<file path="src/rtl/serial_alu.sv">
// serial_alu -- bit-serial WIDTH-bit ALU built around a single 1-bit slice.
//
// Captures A, B and control on an accepted start. It then processes one bit
// pair per cycle, LSB first, through a 1-bit slice with a registered carry.
// The completed word is loaded into `out` after WIDTH cycles.
//
// Control encoding: 010 add, 011 sub, 100 and, 101 or, 110 nor, 111 xor.
// 000/001 are reserved: each result bit is 0 and the carry stays 0.
//
// Ports:
//   clk       rising-edge clock
//   reset     asynchronous, active-low reset
//   start     request; sampled only in IDLE or DONE
//   A, B      WIDTH-bit operands, captured on an accepted start
//   control   3-bit operation, captured on an accepted start
//   busy      high while the engine is in RUN
//   done      one-cycle pulse; out and flags are valid
//   out       result register; holds until the next completion
//   zero      out == 0
//   negative  out[WIDTH-1]
//   overflow  signed overflow of add/sub
//
// Optional feature macro: SERIAL_ALU_FLAGS_EN.
//   Defined:   zero/negative/overflow are generated.
//   Undefined: all three flags are tied to 0. out/done timing is unchanged.

module serial_alu #(
    parameter int WIDTH = 32
) (
    input  logic             clk,
    input  logic             reset,
    input  logic             start,
    input  logic [WIDTH-1:0] A,
    input  logic [WIDTH-1:0] B,
    input  logic [2:0]       control,
    output logic             busy,
    output logic             done,
    output logic [WIDTH-1:0] out,
    output logic             zero,
    output logic             negative,
    output logic             overflow
);

    localparam int CW = $clog2(WIDTH);

    typedef enum logic [1:0] {IDLE, RUN, DONE} state_t;

    state_t           state, state_nx;
    logic [WIDTH-1:0] op_a, op_b, res, res_nx;
    logic [2:0]       op;
    logic [CW-1:0]    cnt;
    logic             carry, carry_nx, bit_r, b_eff;
    logic             accept, last, is_arith;

    assign accept   = start && (state == IDLE || state == DONE);
    assign last     = (state == RUN) && (cnt == CW'(WIDTH - 1));
    assign is_arith = (op[2:1] == 2'b01);

    // Next-state logic
    always_comb begin
        state_nx = state;
        case (state)
            IDLE:    if (start) state_nx = RUN;
            RUN:     if (last)  state_nx = DONE;
            DONE:    state_nx = start ? RUN : IDLE;
            default: state_nx = IDLE;
        endcase
    end

    // The 1-bit slice. Subtract inverts B here; the +1 comes from the preset carry.
    always_comb begin
        b_eff    = op_b[0] ^ op[0];
        bit_r    = 1'b0;
        carry_nx = carry;
        case (op)
            3'b010, 3'b011: begin
                bit_r    = op_a[0] ^ b_eff ^ carry;
                carry_nx = (op_a[0] & b_eff) | (op_a[0] & carry) | (b_eff & carry);
            end
            3'b100:  bit_r = op_a[0] & op_b[0];
            3'b101:  bit_r = op_a[0] | op_b[0];
            3'b110:  bit_r = ~(op_a[0] | op_b[0]);
            3'b111:  bit_r = op_a[0] ^ op_b[0];
            default: carry_nx = 1'b0;
        endcase
        res_nx = {bit_r, res[WIDTH-1:1]};
    end

    always_ff @(posedge clk or negedge reset) begin
        if (!reset) begin
            state <= IDLE;
            busy  <= 1'b0;
            done  <= 1'b0;
            op_a  <= '0;
            op_b  <= '0;
            op    <= '0;
            res   <= '0;
            out   <= '0;
            cnt   <= '0;
            carry <= 1'b0;
        end else begin
            state <= state_nx;
            busy  <= (state_nx == RUN);
            done  <= last;
            if (accept) begin
                op_a  <= A;
                op_b  <= B;
                op    <= control;
                cnt   <= '0;
                carry <= (control == 3'b011);
            end else if (state == RUN) begin
                op_a  <= op_a >> 1;
                op_b  <= op_b >> 1;
                res   <= res_nx;
                cnt   <= cnt + CW'(1);
                carry <= carry_nx;
                if (last) out <= res_nx;
            end
        end
    end

`ifdef SERIAL_ALU_FLAGS_EN
    // During the final RUN cycle the carry register holds the carry into the MSB.
    // This value is kept as cin_msb for the overflow computation.
    logic cin_msb;
    assign cin_msb = carry;

    always_ff @(posedge clk or negedge reset) begin
        if (!reset) begin
            zero     <= 1'b0;
            negative <= 1'b0;
            overflow <= 1'b0;
        end else if (last) begin
            zero     <= (res_nx == '0);
            negative <= res_nx[WIDTH-1];
            overflow <= is_arith & (cin_msb ^ carry_nx);
        end
    end
`else
    logic unused_flags;
    assign unused_flags = is_arith;
    assign zero         = 1'b0;
    assign negative     = 1'b0;
    assign overflow     = 1'b0;
`endif

endmodule

</file>
<file path="config.mk">
export PLATFORM = sky130hd
export DESIGN_NAME = serial_alu
export DESIGN_NICKNAME = d
export VERILOG_FILES = /design/src/rtl/serial_alu.sv
export SDC_FILE = /design/constraint.sdc
export NUM_CORES = 1
export LEC_CHECK = 0
export ABC_AREA = 0
export BUFFER_PORTS_ARGS = -buffer_cell sky130_fd_sc_hd__buf_2
export CAP_MARGIN = 20
export CORE_MARGIN = 4
export CORE_UTILIZATION = 45
export CTS_CLUSTER_DIAMETER = 200
export DETAILED_ROUTE_END_ITERATION = 16
export PLACE_DENSITY = 0.67
export RECOVER_POWER = 50
export SETUP_SLACK_MARGIN = 0.1
export SYNTH_ARGS = -nofsm -noshare
export SYNTH_HDL_FRONTEND = slang
export SYNTH_SLANG_ARGS = --single-unit
export TNS_END_PERCENT = 20
</file>
<file path="constraint.sdc">
create_clock -name clk -period 1.8 [get_ports clk]
set_input_delay 0.09 -clock clk [delete_from_list [all_inputs] [get_ports clk]]
set_output_delay 0.09 -clock clk [all_outputs]
set_load 0.02 [all_outputs]
</file>
; Word-level counts from Yosys, hierarchy flattened
; Cells that the tools add are included.
[word_totals]
regBits = 141
in_bits = 70
[op_classes]
n_addsub = 1
eq_ne = 12
mux = 14
bitwise_logic = 13
reduce_logical = 10
[ops]
columns = cell, n
row1 = two-way mux 32 bit, 4
row2 = equality test 3 bit (second input constant), 4
row3 = two-way mux 5 bit, 2
row4 = equality test 3 x 2 -> 1 bit (second input constant), 3
row5 = case mux 2 bit (3 select lines), 1
row6 = adder 5 x 1 -> 5 bit (second input constant), 1
row7 = equality test 5 bit (second input constant), 1
row8 = case mux 1 bit (5 select lines), 1
row9 = AND 1 bit, 4
row10 = equality test 2 x 1 -> 1 bit (second input constant), 2
row11 = two-way mux 2 bit, 2
row12 = AND reduction 2 bit, 2
row13 = OR reduction 4 bit, 1
row14 = bitwise XOR 1 bit, 4
row15 = two-way mux 1 bit, 3
row16 = OR 1 bit, 3
row17 = AND reduction 3 bit, 1
row18 = equality test 2 bit (second input constant), 1
row19 = logical AND 1 bit, 2
row20 = zero test 2 bit, 1
row21 = != test 2 x 1 -> 1 bit (second input constant), 1
row22 = inverter 1 bit, 2
row23 = case mux 1 bit (2 select lines), 1
row24 = nonzero test 2 bit, 1
row25 = 2 further kinds, 2

; Longest topological paths before layout
; Gate-level depths: netlist of run 1.
[logic_depth]
depth_word = 7
ltp_mapped = 8

; Worst setup path before layout of run 1
; Ideal clock, no wire load.
[synth_timing]
path_type = register to register
from = reg op[0]
to = reg out[31]
setup_ns = 0.082
arrival_ns = 1.457
t_required_ns = 1.718
path_slack_ns = 0.261
stages_incl_launch_ff = 5
path_buffers = 0
path_cell_list = dfrtp_1 -> xnor2_1 -> fa_1 -> or3_1 -> a31oi_1
[synth_between]
elab_chain_cells = 4
word_cells_on_any_way = 11
cone_classes = eq/ne: 6 / mux: 1 / bitwise: 3 / reduce/logical: 1
[synth_rtl]
columns = element, line_no
row1 = from (decl), 50  ; logic [2:0] op;
row2 = from (signal assigned), 108  ; op <= control;
row3 = bitwise XOR 1 bit, 72  ; b_eff = op_b[0] ^ op[0];
row4 = bitwise XOR 1 bit (2 in a row), 77  ; bit_r = op_a[0] ^ b_eff ^ carry;
row5 = case mux 1 bit (5 select lines) *, 75  ; case (op)
row6 = to (signal assigned), 117  ; if (last) out <= res_nx;
row7 = to (decl), 38  ; output logic [WIDTH-1:0] out,
; Mark *: on every way between the ends. The rest lies on a longest branch, timed or not.
; A chain may end at the register's enable or synchronous reset.

; Worst setup path after layout of run 1
; Ends and elaborated chain as after synthesis.

==> flow_metrics.py, run 1 <==
metrics = {
    "detailed_routing": {
        "drtIter0Drc": 387,
        "drc": 0,
        "wl_microns": 13910,
        "drtPass1Iterations": 5,
        "num_vias": 5064,
        "antenna_left": 0,
        "wl_per_cell_microns": 13.69,
        "via_per_inst": 4.984,
    },
    "timing": {
        "clock_skew_ns": 0.006594,
        "worst_slew_pin_slew_ns": 1.110,
        "period_minus_slack_ns": 1.597,
        "rsz0062_at_grt": "true",
        "setup_viol": 0,
        "finalCritPeriodShare_pct": 88.74,
        "timing.final.ws_setup_ns": 0.2026,
        "setup_tns_ns": 0,
        "maxSlewViolCount": 0,
        "slew_headroom_pct": 26.03,
        "hold_violations": 0,
        "max_freq_mhz": 626.0,
    },
    "place": {
        "gp_congestion": 0.7692,
        "dp_slack_ns": 0.1329,
        "io_buffer_count": 103,
        "post-place-cells": 914,
        "dpl.hpwl_microns": 8483,
    },
    "die": {
        "core.rowCount": 41,
        "start_util_pct": 46.69,
        "die_w_microns": 123.1,
        "die_h_microns": 123.1,
        "coreArea_sq_um": 12770,
        "io_pins": 107,
        "dieArea_sq_um": 15160,
    },
    "worst_setup_path": {
        "worstPathRequired_ns": 2.13,
        "crit_arrival_ns": 1.93,
        "cp-end-kind": "flip-flop",
        "startpoint_type": "flip-flop",
        "crit_fanout": 4,
        "path_class": "reg -> reg",
    },
    "cts": {
        "cts_tree": "yes",
        "htreeDepth": 4,
        "clkSinkCount": 140,
        "cts_buffer_depth": 2,
        "cts_root_buffer": "clkbuf_16",
        "clk_pin_slew_ns": 0.06,
        "cts_buffers": 17,
        "clk_latency_ns": 0.41,
    },
    "grt": {
        "antenna_found_initial": 0,
        "grt.total_usage_pct": 19.83,
        "grt_pass1_wl_microns": 23780,
        "grt_pass1_vias": 4992,
        "grt_max_degree": 54,
        "grt-ovfl-total": 0,
    },
    "yosys": {
        "syn_inst": 669,
        "synth_area_per_cell_sq_um": 8.916,
        "ys.flop_type": "dfrtp_1",
        "ys_top_cells_by_area": "dfrtp_1 59%, nand2_1 20%, a31oi_1 6.1%",
        "synth_edf_count": 0,
        "async_reset_ff_share_pct": 100.0,
        "synth_area_leader_cell": "dfrtp_1",
        "synthDistinctLibCells": 33,
        "synth_area_sq_um": 5964,
        "ys_seq_area_share_pct": 58.74,
        "ys_ff_latch": 140,
        "yosys_warnings": 0,
        "synth_top_area_share_pct": 58.74,
    },
    "final_layout": {
        "layout-drive-gt1-share_pct": 16.35,
        "final_cells": 1016,
        "fin_nets": 906,
        "fillCellCount": 1104,
        "seq_area_sq_um": 3503,
        "area_growth_pct": 30.27,
        "diodes": 0,
        "multiInputGateArea_sq_um": 2132,
    },
    "job": {
        "maxCapViolCount": 0,
    },
    "worst_hold_path": {
        "hp-class": "in -> reg",
    },
    "power_and_ir_drop": {
        "p_total_uw": 12190,
        "power.density_nw_per_um2": 1568,
        "vdd_drop_max_mv": 0.7174,
        "cellLeakagePower_uw": 0.003945,
    },
    "run_status": {
        "status": "finished, final reports clean",
    },
}
## area by class of cell
| type | count | area share [%] |
|---|---|---|
| flip-flops and latches | 140 | 45.09 |
| multi-input cells | 479 | 27.44 |
| repair buffers | 187 | 17.55 |
| clock buffers | 25 | 6.248 |
| well taps | 172 | 2.770 |
| clock inverters | 7 | 0.5153 |
| inverters | 6 | 0.3865 |
## repair_timing
action,4_1_cts,5_1_grt
endpoints found under the setup margin,0,33
buffers inserted,0,2
endpoints found under the hold margin,110,0
hold buffers,68,0
resized for setup,0,2
## sequential cells by signal (all words and copies together), names as in the netlist, 2 cells and up
| signal | flops |
|---|---|
| op | 3 |
| state | 2 |
| op_b | 32 |
| res | 31 |
| cnt | 5 |
| out | 32 |
| op_a | 32 |
## power by group
group / switching (uW) / internal (uW)
combinational: 2340 / 1590
clock: 1240 / 1860
sequential: 766 / 4390
## cells by family (layout without fill, tap and decap cells)
kind of cell | after synthesis | after routing | share of synthesized area [%]
compound gates | 79 | 79 | 8.391
xor+xnor | 1 | 1 | 0.1469
fa+ha+maj | 5 | 5 | 1.175
buf+inv | 52 | 225 | 5.937
flops | 140 | 140 | 58.74
other cells | 1 | 3 | 0.06287
simple gates | 391 | 391 | 25.55
## placed cells by master (no fill, tap or decap), types with 3 or more instances in the layout
master / count
a22o_1: 3
a22oi_1: 3
a31oi_1: 58
buf_12: 5
buf_2: 87
buf_4: 9
clkbuf_1: 20
clkbuf_16: 17
clkbuf_8: 3
clkinv_2: 5
conb_1: 3
dfrtp_1: 140
dlygate4sd3_1: 68
ha_1: 4
inv_1: 5
nand2_1: 310
nand3_1: 4
nor2_1: 65
o21ai_0: 7
o22ai_1: 3
## synth_stat cells (all sizes together) (2+ instances only)
cell	n
o211ai	2
o22ai	3
nor2	66
nand2b	3
a31oi	58
a22o	3
dfrtp	140
nand2	311
o21ai	8
ha	4
inv	6
nand3	4
buf	46
a22oi	3
## per-layer routing
layer  vias to the layer above  routed length (microns)  track usage (%)
met3                        26                      744            4.529
met5                         -                        0                0
met4                         0                      283            7.266
met2                       149                     6793            32.72
li1                       2474                        -                -
met1                      2415                     6086            25.70
## per-stage QoR
step                      hold WS (ns)  utilization, %  cell area [sq um]
after floorplan                -0.2056               -               5972
after global placement         0.03521           51.49               6578
after detailed placement       0.03816           51.49               6578
after CTS                       0.1739           60.94               7784
after global routing            0.2740           60.83               7770
final                           0.2322           60.83               7770
## critical path, stage by stage (launching register included)
cell and delay, ns:
dfrtp_1 0.41, xnor2_1 0.20, fa_1 0.42, or3_1 0.33, a31oi_1 0.16
## path summary, 6_finish.rpt
check | slack, ns | cells past startpoint | start | to
max in group asynchronous | 0.32 | 3 | reset | op_b[18]
min | 0.23 | 3 | start | state[0]
min in group asynchronous | 0.43 | 2 | reset | out[5]
max | 0.20 | 4 | op[0] | out[31]
min reg2reg | 0.46 | 1 | cnt[3] | cnt[3]
max reg2reg | 0.20 | 4 | op[0] | out[31]
(Power assumes the default switching activity.)
==> run 2: changes to the inputs <==
==> constraint.sdc (replaced) <==
create_clock -name clk -period 2 [get_ports clk]
set_input_delay 0.1 -clock clk [delete_from_list [all_inputs] [get_ports clk]]
set_output_delay 0.1 -clock clk [all_outputs]
set_load 0.02 [all_outputs]
==> run 2 against run 1 <==
Against the previous run: non-clock buffer count decreased by 4; first-iteration DRC count fell by 18%; wire length shrank 0.28%; highest routed layer unchanged.
==> flow_metrics.py, run 2 (same netlist as run 1, synthesis figures left out) <==
metrics = {
    "power_and_ir_drop": {
        "cellLeakagePower_uw": 0.003968,
        "vdd_drop_max_mv": 1.266,
        "p_total_uw": 11480,
        "power.density_nw_per_um2": 1461,
    },
    "cts": {
        "cts_buffers": 17,
        "htreeDepth": 4,
        "cts_buffer_depth": 2,
        "cts_root_buffer": "clkbuf_16",
        "clk_pin_slew_ns": 0.06,
        "clkSinkCount": 140,
        "cts_tree": "yes",
        "cts_resized": 0,
        "clk_latency_ns": 0.42,
    },
    "timing": {
        "maxSlewViolCount": 0,
        "setup_tns_ns": 0,
        "period_minus_slack_ns": 1.643,
        "setup_viol": 0,
        "finalCritPeriodShare_pct": 82.14,
        "holdWs_ns": 0.2396,
        "worst_slew_pin_slew_ns": 1.466,
        "slew_headroom_pct": 2.297,
        "hold_violations": 0,
        "clock_skew_ns": 0.007813,
        "rsz0062_at_grt": "false",
        "max_freq_mhz": 608.7,
    },
    "die": {
        "coreArea_sq_um": 12770,
        "core.rowCount": 41,
        "dieArea_sq_um": 15160,
        "start_util_pct": 46.69,
        "io_pins": 107,
        "die_h_microns": 123.1,
        "die_w_microns": 123.1,
    },
    "detailed_routing": {
        "drc": 0,
        "via_per_inst": 4.995,
        "antenna_left": 0,
        "drtPass1Iterations": 5,
        "wl_per_cell_microns": 13.70,
        "num_vias": 5055,
        "wl_microns": 13870,
        "drtIter0Drc": 319,
    },
    "worst_setup_path": {
        "rr_startpoint": "op[0]",
        "path_class": "reg -> reg",
        "startpoint_type": "flip-flop",
        "crit_fanout": 4,
        "r2r_setup_slack_ns": 0.36,
        "cp-end-kind": "flip-flop",
        "worstPathRequired_ns": 2.33,
        "crit_arrival_ns": 1.97,
        "critPathLaunch": "op[0]",
    },
    "final_layout": {
        "layout_commonest_cell": "nand2_1",
        "diodes": 0,
        "fin_util_pct": 61.48,
        "reg_top3": "op_a x32, op_b x32, out x32",
        "final_cells": 1012,
        "fillCellCount": 1074,
        "area_growth_pct": 31.66,
        "layout-drive-gt1-share_pct": 16.07,
        "fin_nets": 902,
        "layout_common_cells": "310 x nand2_1, 140 x dfrtp_1, 87 x buf_2",
    },
    "grt": {
        "grt_pass1_wl_microns": 23440,
        "grt.total_usage_pct": 19.52,
        "grt_max_degree": 66,
        "grt_pass1_vias": 5080,
        "grt-ovfl-total": 0,
        "antenna_found_initial": 0,
    },
    "run_status": {
        "status": "finished, final reports clean",
    },
    "worst_hold_path": {
        "hold_start": "start",
        "hp-class": "in -> reg",
    },
    "place": {
        "gp_congestion": 0.8012,
        "dpl.hpwl_microns": 8210,
        "post-place-cells": 912,
        "io_buffer_count": 103,
    },
    "job": {
        "maxCapViolCount": 0,
    },
}
## run 2: cell type report
cell class              instances  area [sq um]  area share, %
flip-flops and latches        140          3503          44.61
clock buffers                  21         460.4          5.864
inverters                       6         25.02         0.3187
well taps                     172         215.2          2.741
repair buffers                183          1350          17.19
multi-input cells             479          2132          27.15
clock inverters                11         166.4          2.119
## run 2: what timing repair did
item,in CTS,in global routing
setup endpoints to repair,0,0
endpoints found under the hold margin,131,0
hold buffers,68,0
setup buffers,0,0
## run 2: worst max-delay path, cell delays in order (launching register included)
cell	delay, ns
dfrtp_1	0.41
xnor2_1	0.20
fa_1	0.42
or3_1	0.33
a31oi_1	0.19
## run 2: through the flow
step	worst slack, ns	cell area (sq um)
6_report	0.3572	7853
5_1_grt	0.1396	7853
4_1_cts	0.3407	7883
3_5_place_dp	0.3915	6575
3_3_place_gp	0.4257	6575
2_1_floorplan	0.4609	5972
## run 2: worst paths after layout
path | endpoint | cells after the start
hold / removal | state[0] | 3
hold reg to reg | out[17] | 2
max in group asynchronous | op_a[2] | 3
setup / recovery | out[31] | 4
setup reg to reg | out[31] | 4
min in group asynchronous | op[1] | 2
## run 2: where the power goes
part / switching [uW] / leakage, uW / total, uW / internal (uW)
sequential: 677 / 0.00177 / 4630 / 3950
clock: 1160 / 0.000299 / 3310 / 2150
combinational: 2120 / 0.00189 / 3540 / 1420
## run 2: layer usage
layer	GRT usage [%]	vias up	part of all wire (%)
met5	0	-	0
met4	6.782	0	1.4
met3	5.627	24	6.3
met2	32.76	181	50
met1	24.17	2387	43
li1	-	2463	-
